$ cat config.mk
export PLATFORM = sky130hd
export DESIGN_NAME = mult_err_monitor
export DESIGN_NICKNAME = d
export VERILOG_FILES = /design/src/rtl/mult_err_pkg.sv /design/src/rtl/mult_err_absdiff.sv /design/src/rtl/mult_err_monitor.sv
export SDC_FILE = /design/constraint.sdc
export NUM_CORES = 1
export LEC_CHECK = 0
export CAP_MARGIN = 20
export CORE_AREA = 2 2 149 297
export DETAILED_ROUTE_END_ITERATION = 8
export DIE_AREA = 0 0 151 299
export PLACE_DENSITY = 0.79
export SLEW_MARGIN = 20
export SYNTH_ARGS = -nofsm -noshare
export SYNTH_HDL_FRONTEND = slang
export SYNTH_SLANG_ARGS = --single-unit
$ cat constraint.sdc
create_clock -name clk -period 3.85 [get_ports clk]
set_clock_uncertainty 0.2 [all_clocks]
set_input_delay 0.77 -clock clk [delete_from_list [all_inputs] [get_ports clk]]
set_output_delay 0.77 -clock clk [all_outputs]
set_load 0.005 [all_outputs]
$ cat src/rtl/mult_err_pkg.sv
// rtl/mult_err_pkg.sv - shared types and helpers for the multiplier error monitor
package mult_err_pkg;

    typedef enum logic [1:0] {
        IDLE  = 2'd0,
        RUN   = 2'd1,
        DRAIN = 2'd2,
        DONE  = 2'd3
    } state_t;

    localparam int HIST_BINS  = 16;
    // Widest error distance the bit-scan helper accepts (WIDTH+1 must fit).
    localparam int MSB_SCAN_W = 128;

    // Index of the highest set bit; 0 for a zero input.
    function automatic logic [6:0] msb_index(input logic [MSB_SCAN_W-1:0] v);
        logic [6:0] idx;
        idx = '0;
        for (int i = 0; i < MSB_SCAN_W; i++) begin
            if (v[i]) idx = 7'(i);
        end
        return idx;
    endfunction

    // Histogram bin: four MSB positions per bin, indices past 63 fold into the top bin.
    function automatic logic [3:0] hist_bin(input logic [MSB_SCAN_W-1:0] v);
        logic [6:0] idx;
        idx = msb_index(v);
        return idx[6] ? 4'hF : idx[5:2];
    endfunction

endpackage

$ cat src/rtl/mult_err_absdiff.sv
// rtl/mult_err_absdiff.sv - two-stage signed difference / absolute value pipeline
//
// Ports:
//   clk, rst        clock, synchronous active-high reset
//   in_valid        operand pair valid (already qualified by acceptance)
//   a, b            signed operands, WIDTH bits
//   s1_valid        stage 1 holds a difference
//   s2_valid        stage 2 holds an error distance
//   ed              |a - b|, WIDTH+1 bits unsigned
//   ne              a != b
module mult_err_absdiff #(
    parameter int WIDTH = 64
) (
    input  logic             clk,
    input  logic             rst,
    input  logic             in_valid,
    input  logic [WIDTH-1:0] a,
    input  logic [WIDTH-1:0] b,
    output logic             s1_valid,
    output logic             s2_valid,
    output logic [WIDTH:0]   ed,
    output logic             ne
);

    logic [WIDTH:0] d;

    // One extra bit makes the difference exact for every operand pair, and
    // its magnitude never reaches 2^WIDTH, so the negation cannot overflow.
    always_ff @(posedge clk) begin
        if (rst) begin
            s1_valid <= 1'b0;
            s2_valid <= 1'b0;
            d        <= '0;
            ed       <= '0;
            ne       <= 1'b0;
        end else begin
            s1_valid <= in_valid;
            s2_valid <= s1_valid;
            if (in_valid) begin
                d <= {a[WIDTH-1], a} - {b[WIDTH-1], b};
            end
            if (s1_valid) begin
                ed <= d[WIDTH] ? -d : d;
                ne <= |d;
            end
        end
    end

endmodule

$ cat src/rtl/mult_err_monitor.sv
// rtl/mult_err_monitor.sv - error statistics monitor for approximate/exact product pairs
//
// Optional feature: define MULT_ERR_HIST_EN to add the 16-bin ED histogram
// and the hist_flat output port.
//
// Ports:
//   clk, rst        clock, synchronous active-high reset
//   start           begin a run (honoured in IDLE or DONE only)
//   in_valid        y_appx / y_exact valid this cycle
//   y_appx, y_exact signed products, WIDTH bits
//   busy            run in progress (RUN or DRAIN), registered
//   done            results stable, registered
//   sample_count    pairs accepted this run
//   err_count       pairs with y_appx != y_exact
//   max_ed          largest |y_appx - y_exact|
//   sum_ed          saturating sum of error distances
//   sum_sat         sticky sum saturation flag
//   hist_flat       (MULT_ERR_HIST_EN) 16 bins of CNT_W, bin k at [k*CNT_W +: CNT_W]
module mult_err_monitor
    import mult_err_pkg::*;
#(
    parameter int WIDTH     = 64,
    parameter int N_SAMPLES = 1024,
    parameter int CNT_W     = 32,
    parameter int SUM_W     = 80
) (
    input  logic             clk,
    input  logic             rst,
    input  logic             start,
    input  logic             in_valid,
    input  logic [WIDTH-1:0] y_appx,
    input  logic [WIDTH-1:0] y_exact,
    output logic             busy,
    output logic             done,
    output logic [CNT_W-1:0] sample_count,
    output logic [CNT_W-1:0] err_count,
    output logic [WIDTH:0]   max_ed,
    output logic [SUM_W-1:0] sum_ed,
    output logic             sum_sat
`ifdef MULT_ERR_HIST_EN
    ,
    output logic [HIST_BINS*CNT_W-1:0] hist_flat
`endif
);

    state_t state, next_state;
    logic   busy_d, done_d;
    logic   accept, start_ok, pipe_empty, run_full;

    logic           s1_valid, s2_valid, ne;
    logic [WIDTH:0] ed;
    logic [SUM_W:0] sum_next;

    assign run_full   = (sample_count == CNT_W'(N_SAMPLES));
    assign accept     = (state == RUN) && in_valid && (sample_count < CNT_W'(N_SAMPLES));
    assign start_ok   = start && ((state == IDLE) || (state == DONE));
    assign pipe_empty = !s1_valid && !s2_valid;

    mult_err_absdiff #(.WIDTH(WIDTH)) u_absdiff (
        .clk      (clk),
        .rst      (rst),
        .in_valid (accept),
        .a        (y_appx),
        .b        (y_exact),
        .s1_valid (s1_valid),
        .s2_valid (s2_valid),
        .ed       (ed),
        .ne       (ne)
    );

    // State register
    always_ff @(posedge clk) begin
        if (rst) begin
            state <= IDLE;
            busy  <= 1'b0;
            done  <= 1'b0;
        end else begin
            state <= next_state;
            busy  <= busy_d;
            done  <= done_d;
        end
    end

    // Next-state logic
    always_comb begin
        next_state = state;
        case (state)
            IDLE:    if (start)      next_state = RUN;
            RUN:     if (run_full)   next_state = DRAIN;
            DRAIN:   if (pipe_empty) next_state = DONE;
            DONE:    if (start)      next_state = RUN;
            default:                 next_state = IDLE;
        endcase
    end

    // Outputs decoded from the next state so the registered flags track the state register.
    always_comb begin
        busy_d = (next_state == RUN) || (next_state == DRAIN);
        done_d = (next_state == DONE);
    end

    // Extra carry bit detects wrap of the accumulator.
    assign sum_next = {1'b0, sum_ed} + (SUM_W+1)'(ed);

    // The pipeline is empty whenever start is honoured, so clear and update never collide.
    always_ff @(posedge clk) begin
        if (rst || start_ok) begin
            sample_count <= '0;
            err_count    <= '0;
            max_ed       <= '0;
            sum_ed       <= '0;
            sum_sat      <= 1'b0;
        end else begin
            if (accept) begin
                sample_count <= sample_count + CNT_W'(1);
            end
            if (s2_valid) begin
                err_count <= err_count + CNT_W'(ne);
                if (ed > max_ed) begin
                    max_ed <= ed;
                end
                if (sum_next[SUM_W]) begin
                    sum_ed  <= '1;
                    sum_sat <= 1'b1;
                end else begin
                    sum_ed <= sum_next[SUM_W-1:0];
                end
            end
        end
    end

`ifdef MULT_ERR_HIST_EN
    logic [CNT_W-1:0] hist [HIST_BINS];
    logic [3:0]       bin_sel;

    assign bin_sel = hist_bin(MSB_SCAN_W'(ed));

    always_ff @(posedge clk) begin
        if (rst || start_ok) begin
            for (int k = 0; k < HIST_BINS; k++) begin
                hist[k] <= '0;
            end
        end else if (s2_valid && (hist[bin_sel] != '1)) begin
            hist[bin_sel] <= hist[bin_sel] + CNT_W'(1);
        end
    end

    for (genvar g = 0; g < HIST_BINS; g++) begin : g_hist_flat
        assign hist_flat[g*CNT_W +: CNT_W] = hist[g];
    end
`endif

endmodule

* After elaboration in Yosys (flattened, before gate mapping)
Index checks and enable logic that the tools add are counted.
** Word-level totals
- Bits in writable memories :: 0
- Bits in latches :: 0
- ROM bits :: 0
- Flip-flop bits (word level) :: 347
- Memories kept :: 0
- Bits of input ports :: 132
- Output and inout bits :: 212
- Logic and storage cells :: 47
** Operators by class
- Add/subtract/negate cells :: 5
- Div/mod/pow operators :: 0
- Equal/unequal tests :: 7
- Muxes and demuxes :: 6
- Shift-type cells :: 0
- Order comparisons :: 2
- Multiply operators :: 0
- Reduce and logical (&&, ||, !) cells :: 14
- Bitwise gates (word level) :: 0
** Operators by type and width (count)
- $add 80x65->81 :: 1
- $mux 80 :: 1
- $gt 65x65->1 :: 1
- $mux 65 :: 1
- $neg 65->65 :: 1
- $reduce_or 65->1 :: 1
- $sub 64x64->65 :: 1
- $add 32x1->32 :: 1
- $add 32x1->32 const B :: 1
- $eq 32x11->1 const B :: 1
- $lt 32x11->1 const B :: 1
- $eq 2x2->1 const B :: 4
- $mux 2 :: 3
- $pmux 2 s3 :: 1
- $eq 2x1->1 const B :: 2
- $logic_and 1x1->1 :: 4
- $reduce_and 2->1 :: 2
- $logic_or 1x1->1 :: 3
- $logic_not 1->1 :: 2
- $logic_not 2->1 :: 1
- $reduce_or 2->1 :: 1

* Longest topological paths before layout
- Word-level depth :: 6
- Depth in mapped cells :: 14
- Gate-level depth less buffers :: 13

* By module
From an unflattened synthesis, not the netlist that was laid out.
** Unflattened totals
- Cells, all modules :: 2920
- Area, all modules :: 23344.9 um^2
** By module, submodules not included
- mult_err_monitor :: seq. area each 4284.1 um^2, cells each 1635, area an instance 13505.5 um^2, times used 1
- mult_err_absdiff :: seq. area each 2662.6 um^2, cells each 1285, area an instance 9839.4 um^2, times used 1

* Worst setup path before layout
OpenSTA, ideal clock, no wires.
- Path type :: input-to-reg
- From :: input y_exact[46]
- To :: register u_absdiff.d[55]
- Library setup time :: 0.117 ns
- Required time :: 3.533 ns
- Path buffers :: 1
- Slack :: 0.245 ns
- Cell stages on the path :: 12
- Arrival :: 3.287 ns
- Cells stage by stage :: inv_1 > ha_1 > clkbuf_1 > a21oi_1 > o21ai_0 > a221o_1 > a21o_1 > a21o_1 > a2111oi_0 > nor2_1 > a311o_1 > a32o_1
** On the way
- Word-level cells in the longest chain between the ends :: 1
** Ends and longest elaborated chain
- start: declaration :: RTL line mult_err_monitor.sv:32 : input logic [WIDTH-1:0] y_exact,
- $sub 64x64->65 :: RTL line mult_err_absdiff.sv:40 : d <= {a[WIDTH-1], a} - {b[WIDTH-1], b};
- end signal: assignment :: RTL line mult_err_absdiff.sv:40
- end: declaration :: RTL line mult_err_absdiff.sv:25 : logic [WIDTH:0] d;
Every way passes these cells.
A chain may end at the register's enable or synchronous reset.

* Worst setup path in the final report
- From :: register u_absdiff.ed[2]
- To :: register max_ed[10]
** On the way
- Word-level cells in the longest chain between the ends :: 2
** Ends and longest elaborated chain
- start: declaration :: RTL line mult_err_absdiff.sv:21 : output logic [WIDTH:0] ed,
- start signal: assignment :: RTL line mult_err_absdiff.sv:43 : ed <= d[WIDTH] ? -d : d;
- $gt 65x65->1 :: RTL line mult_err_monitor.sv:119 : if (ed > max_ed) begin
- $reduce_and 2->1 (no line)
- end signal: assignment :: RTL line mult_err_monitor.sv:110 : max_ed <= '0;
- end signal: assignment :: RTL line mult_err_monitor.sv:120 : max_ed <= ed;
- end: declaration :: RTL line mult_err_monitor.sv:37 : output logic [WIDTH:0] max_ed,
Every way passes these cells.

==> results.cfg <==
[outcome]
status = finished clean

[worst_hold_path]
hold_path_depth = 2
worstHoldStart = sum_sat
holdPathEnd = sum_sat
hold_path.class = flop to flop

[clock_tree]
cts.sinks = 347
holdBufCountCts = 0
htreeDepth = 1
numCtsBuffers = 31
cts_tree = done
cts_buffer_depth = 3
cts.clk_slew.worst_paths_ns = 0.07
clockRootBuffer = clkbuf_16
clock_latency_ns = 0.58

[die]
num_io_pins = 344
fp.dieW_um = 151
fp.dieH_um = 299
dieArea_mm2 = 0.0451
core-area_mm2 = 0.0430
start_util_pct = 53.5
row_count = 108

[yosys]
synth_top_family_by_area = compound AO/OA/AOI/OAI gates
ys.flop_type = dfxtp_1
synth_fp_nets = 3266
syn_area_mm2 = 0.0230
synth_cell_type_count = 80
synthXorXnorAreaFrac_pct = 8.00
synth-compound-area-share_pct = 22.6
synth-seq-cells = 347
synth_area_per_cell_um2 = 7.85
synthCells = 2929
synth-edff-count = 0
ys_warn_count = 0
synth_mux_area_share_pct = 3.26
synthArstFlopShare_pct = 0
seq_area_frac_synth_pct = 30.2
synthAdderAreaFrac_pct = 11.2
synthSimpleGateAreaFrac_pct = 19.4

[final_layout]
final_util_pct = 69.2
drive_gt1_share_pct = 10.7
antenna_cells = 0
fin_nets = 3762
syn_to_final_growth_pct = 29.2

[timing]
finalSetupViolations = 0
fin_setup_tns_ns = 0
hold_viol_final = 0
finalMaxSlewViolations = 0
fin_ws_ns = 0.159
tightest_slew_ns = 0.973
fmax_mhz = 271
min_period_ns = 3.69
whs_ns = 0.256
timing.slew.headroom_pct = 35.1
finalCritPeriodShare_pct = 95.9

[grt]
grt_max_degree = 118
track_usage_pct = 30.1
grt_pass1_vias = 21805
antenna_found_initial = 0
overflow = 0
grt_pass1_wl_um = 111000

[routing]
via_per_inst = 5.70
drt_first_iter_violations = 1268
via_count = 22813
dr.pass1.iters = 5
wl_per_cell_um = 17.3
ant_nets = 0
wirelength_um = 69100
drc = 0

[power]
peakVddDrop_uv = 278
powerDensity_mw_per_mm2 = 378
leakage_nw = 12.0

[setup_path]
slowest_stage = a21oi_1
required_ns = 4.09
crit_fanout = 51
crit_path_end_kind = flop
reg2reg_from = u_absdiff.ed[2]
r2r_setup_slack_ns = 0.16
crit_type = flop to flop
cpPeakStageDelay_ns = 0.40
worstPathArrival_ns = 3.94
timing.rr.end = max_ed[10]
worst_r2r_path_depth = 13
startpoint_type = flop
worstPathCellList = buf_4 -> ha_1 -> a21o_1 -> a21o_1 -> a21oi_1 -> o21ai_0 -> a221oi_1 -> o211ai_1 -> a21oi_1 -> o221ai_1 -> o211a_4 -> buf_12 -> mux2i_1

[placed_design]
dp_slack_ns = -0.523
gp_congestion = 0.957
port_buffers = 343
hpwl_um = 54900

[run]
drv_cap = 0
## repair_timing
action | CTS | global route
buffers inserted | 0 | 1
gates resized for setup | 0 | 20
endpoints found under the setup margin | 0 | 82
## cells by family after synthesis
| kind of cell | Yosys count |
|---|---|
| AOI/OAI and AO/OA | 822 |
| xor gates and xnor gates | 210 |
| adders and majority gates | 205 |
| buffers and inverters | 313 |
| DFF | 347 |
| muxes | 75 |
| and+or+nand+nor | 957 |
## cell type report
class	instances	area [um2]
multi-input cells	2269	15000
inverters	176	661
fillers	3625	13200
repair buffers	600	5450
flip-flops and latches	347	6960
well taps	550	688
clock buffers	40	840
clock inverters	17	163
## power by group
group / switching (W) / internal, W
combinational: 0.00228 / 0.00173
sequential: 0.000297 / 0.00382
clock: 0.00143 / 0.00168
## cells in the mapped netlist (all sizes together) (31+ instances only)
cell	n	area (um2)
a211oi	84	631
a21o	86	646
a21oi	227	1140
a31oi	63	394
and2	32	200
and3	31	194
clkbuf	127	510
dfxtp	347	6950
ha	203	2540
inv	175	657
mux2i	75	751
nand2	372	1400
nand3	51	255
nand4	64	400
nor2	247	927
o21ai	182	911
xnor2	80	701
xor2	130	1140
## flip-flops by register name, indices dropped and copies added (netlist names)
name and flops:
sum_ed 80, state 2, busy 1, done 1, sum_sat 1, u_absdiff.ne 1
err_count 32, sample_count 32, u_absdiff.s1_valid 1, u_absdiff.d 65, u_absdiff.ed 65, u_absdiff.s2_valid 1
max_ed 65
## worst max-delay path: cells and delay by family, from the launching register on
kind | cells | cell delay, ns
DFF | 1 | 0.34
muxes | 1 | 0.18
AOI/OAI and AO/OA | 9 | 2.14
adders and majority gates | 1 | 0.28
buffers and inverters | 2 | 0.37
## through the flow
stage / instance area, um2 / total power (W) / std cells
6_report: 29700 / 0.0112 / 3999
5_1_grt: 29700 / 0.0119 / 3999
4_1_cts: 29600 / 0.0112 / 3998
3_5_place_dp: 28600 / 0.00810 / 3941
3_3_place_gp: 28600 / 0.00801 / 3941
2_1_floorplan: 23000 / 0.00666 / 2929
## worst max path at each step
stage,slack [ns],from,cells after the start,to
2_1_floorplan,0.25,y_exact[46],12,u_absdiff.d[55]
3_3_place_gp,-0.46,y_appx[0],15,u_absdiff.d[60]
3_5_place_dp,-0.52,y_appx[0],15,u_absdiff.d[60]
4_1_cts,0.05,u_absdiff.ed[0],17,sum_ed[22]
5_1_grt,-0.01,sum_ed[16],16,sum_ed[74]
6_report,0.16,u_absdiff.ed[2],13,max_ed[10]
## cell usage in the layout (no fill, tap or decap), types with 18 or more instances in the layout
cell type        Yosys  layout
nand3_1             51      50
clkdlybuf4s50_1      0     342
a31oi_1             63      62
or3_1               21      21
buf_4                1     251
nand2_1            372     371
o31ai_1             24      24
xor2_1             130     130
nand4_1             64      64
and3_1              31      31
nor3_1              26      26
nor4_1              20      18
o21bai_1            21      21
mux2i_1             75      75
a21o_1              86      86
o21ai_0            182     182
clkbuf_16            0      31
ha_1               203     202
inv_1              175     175
xnor2_1             80      80
nor2_1             247     247
o22ai_1             19      18
nor2b_1             20      20
a21oi_1            225     219
and2_1              32      32
nand2b_1            21      21
dfxtp_1            347     344
a211oi_1            84      84
## routing by layer
layer	GRT usage, %	routed length, um
met5	0	0
met4	11.2	2650
met3	2.96	3640
met2	50.6	32700
met1	39.7	30100
No activity file was read; power rests on OpenSTA's default activity.
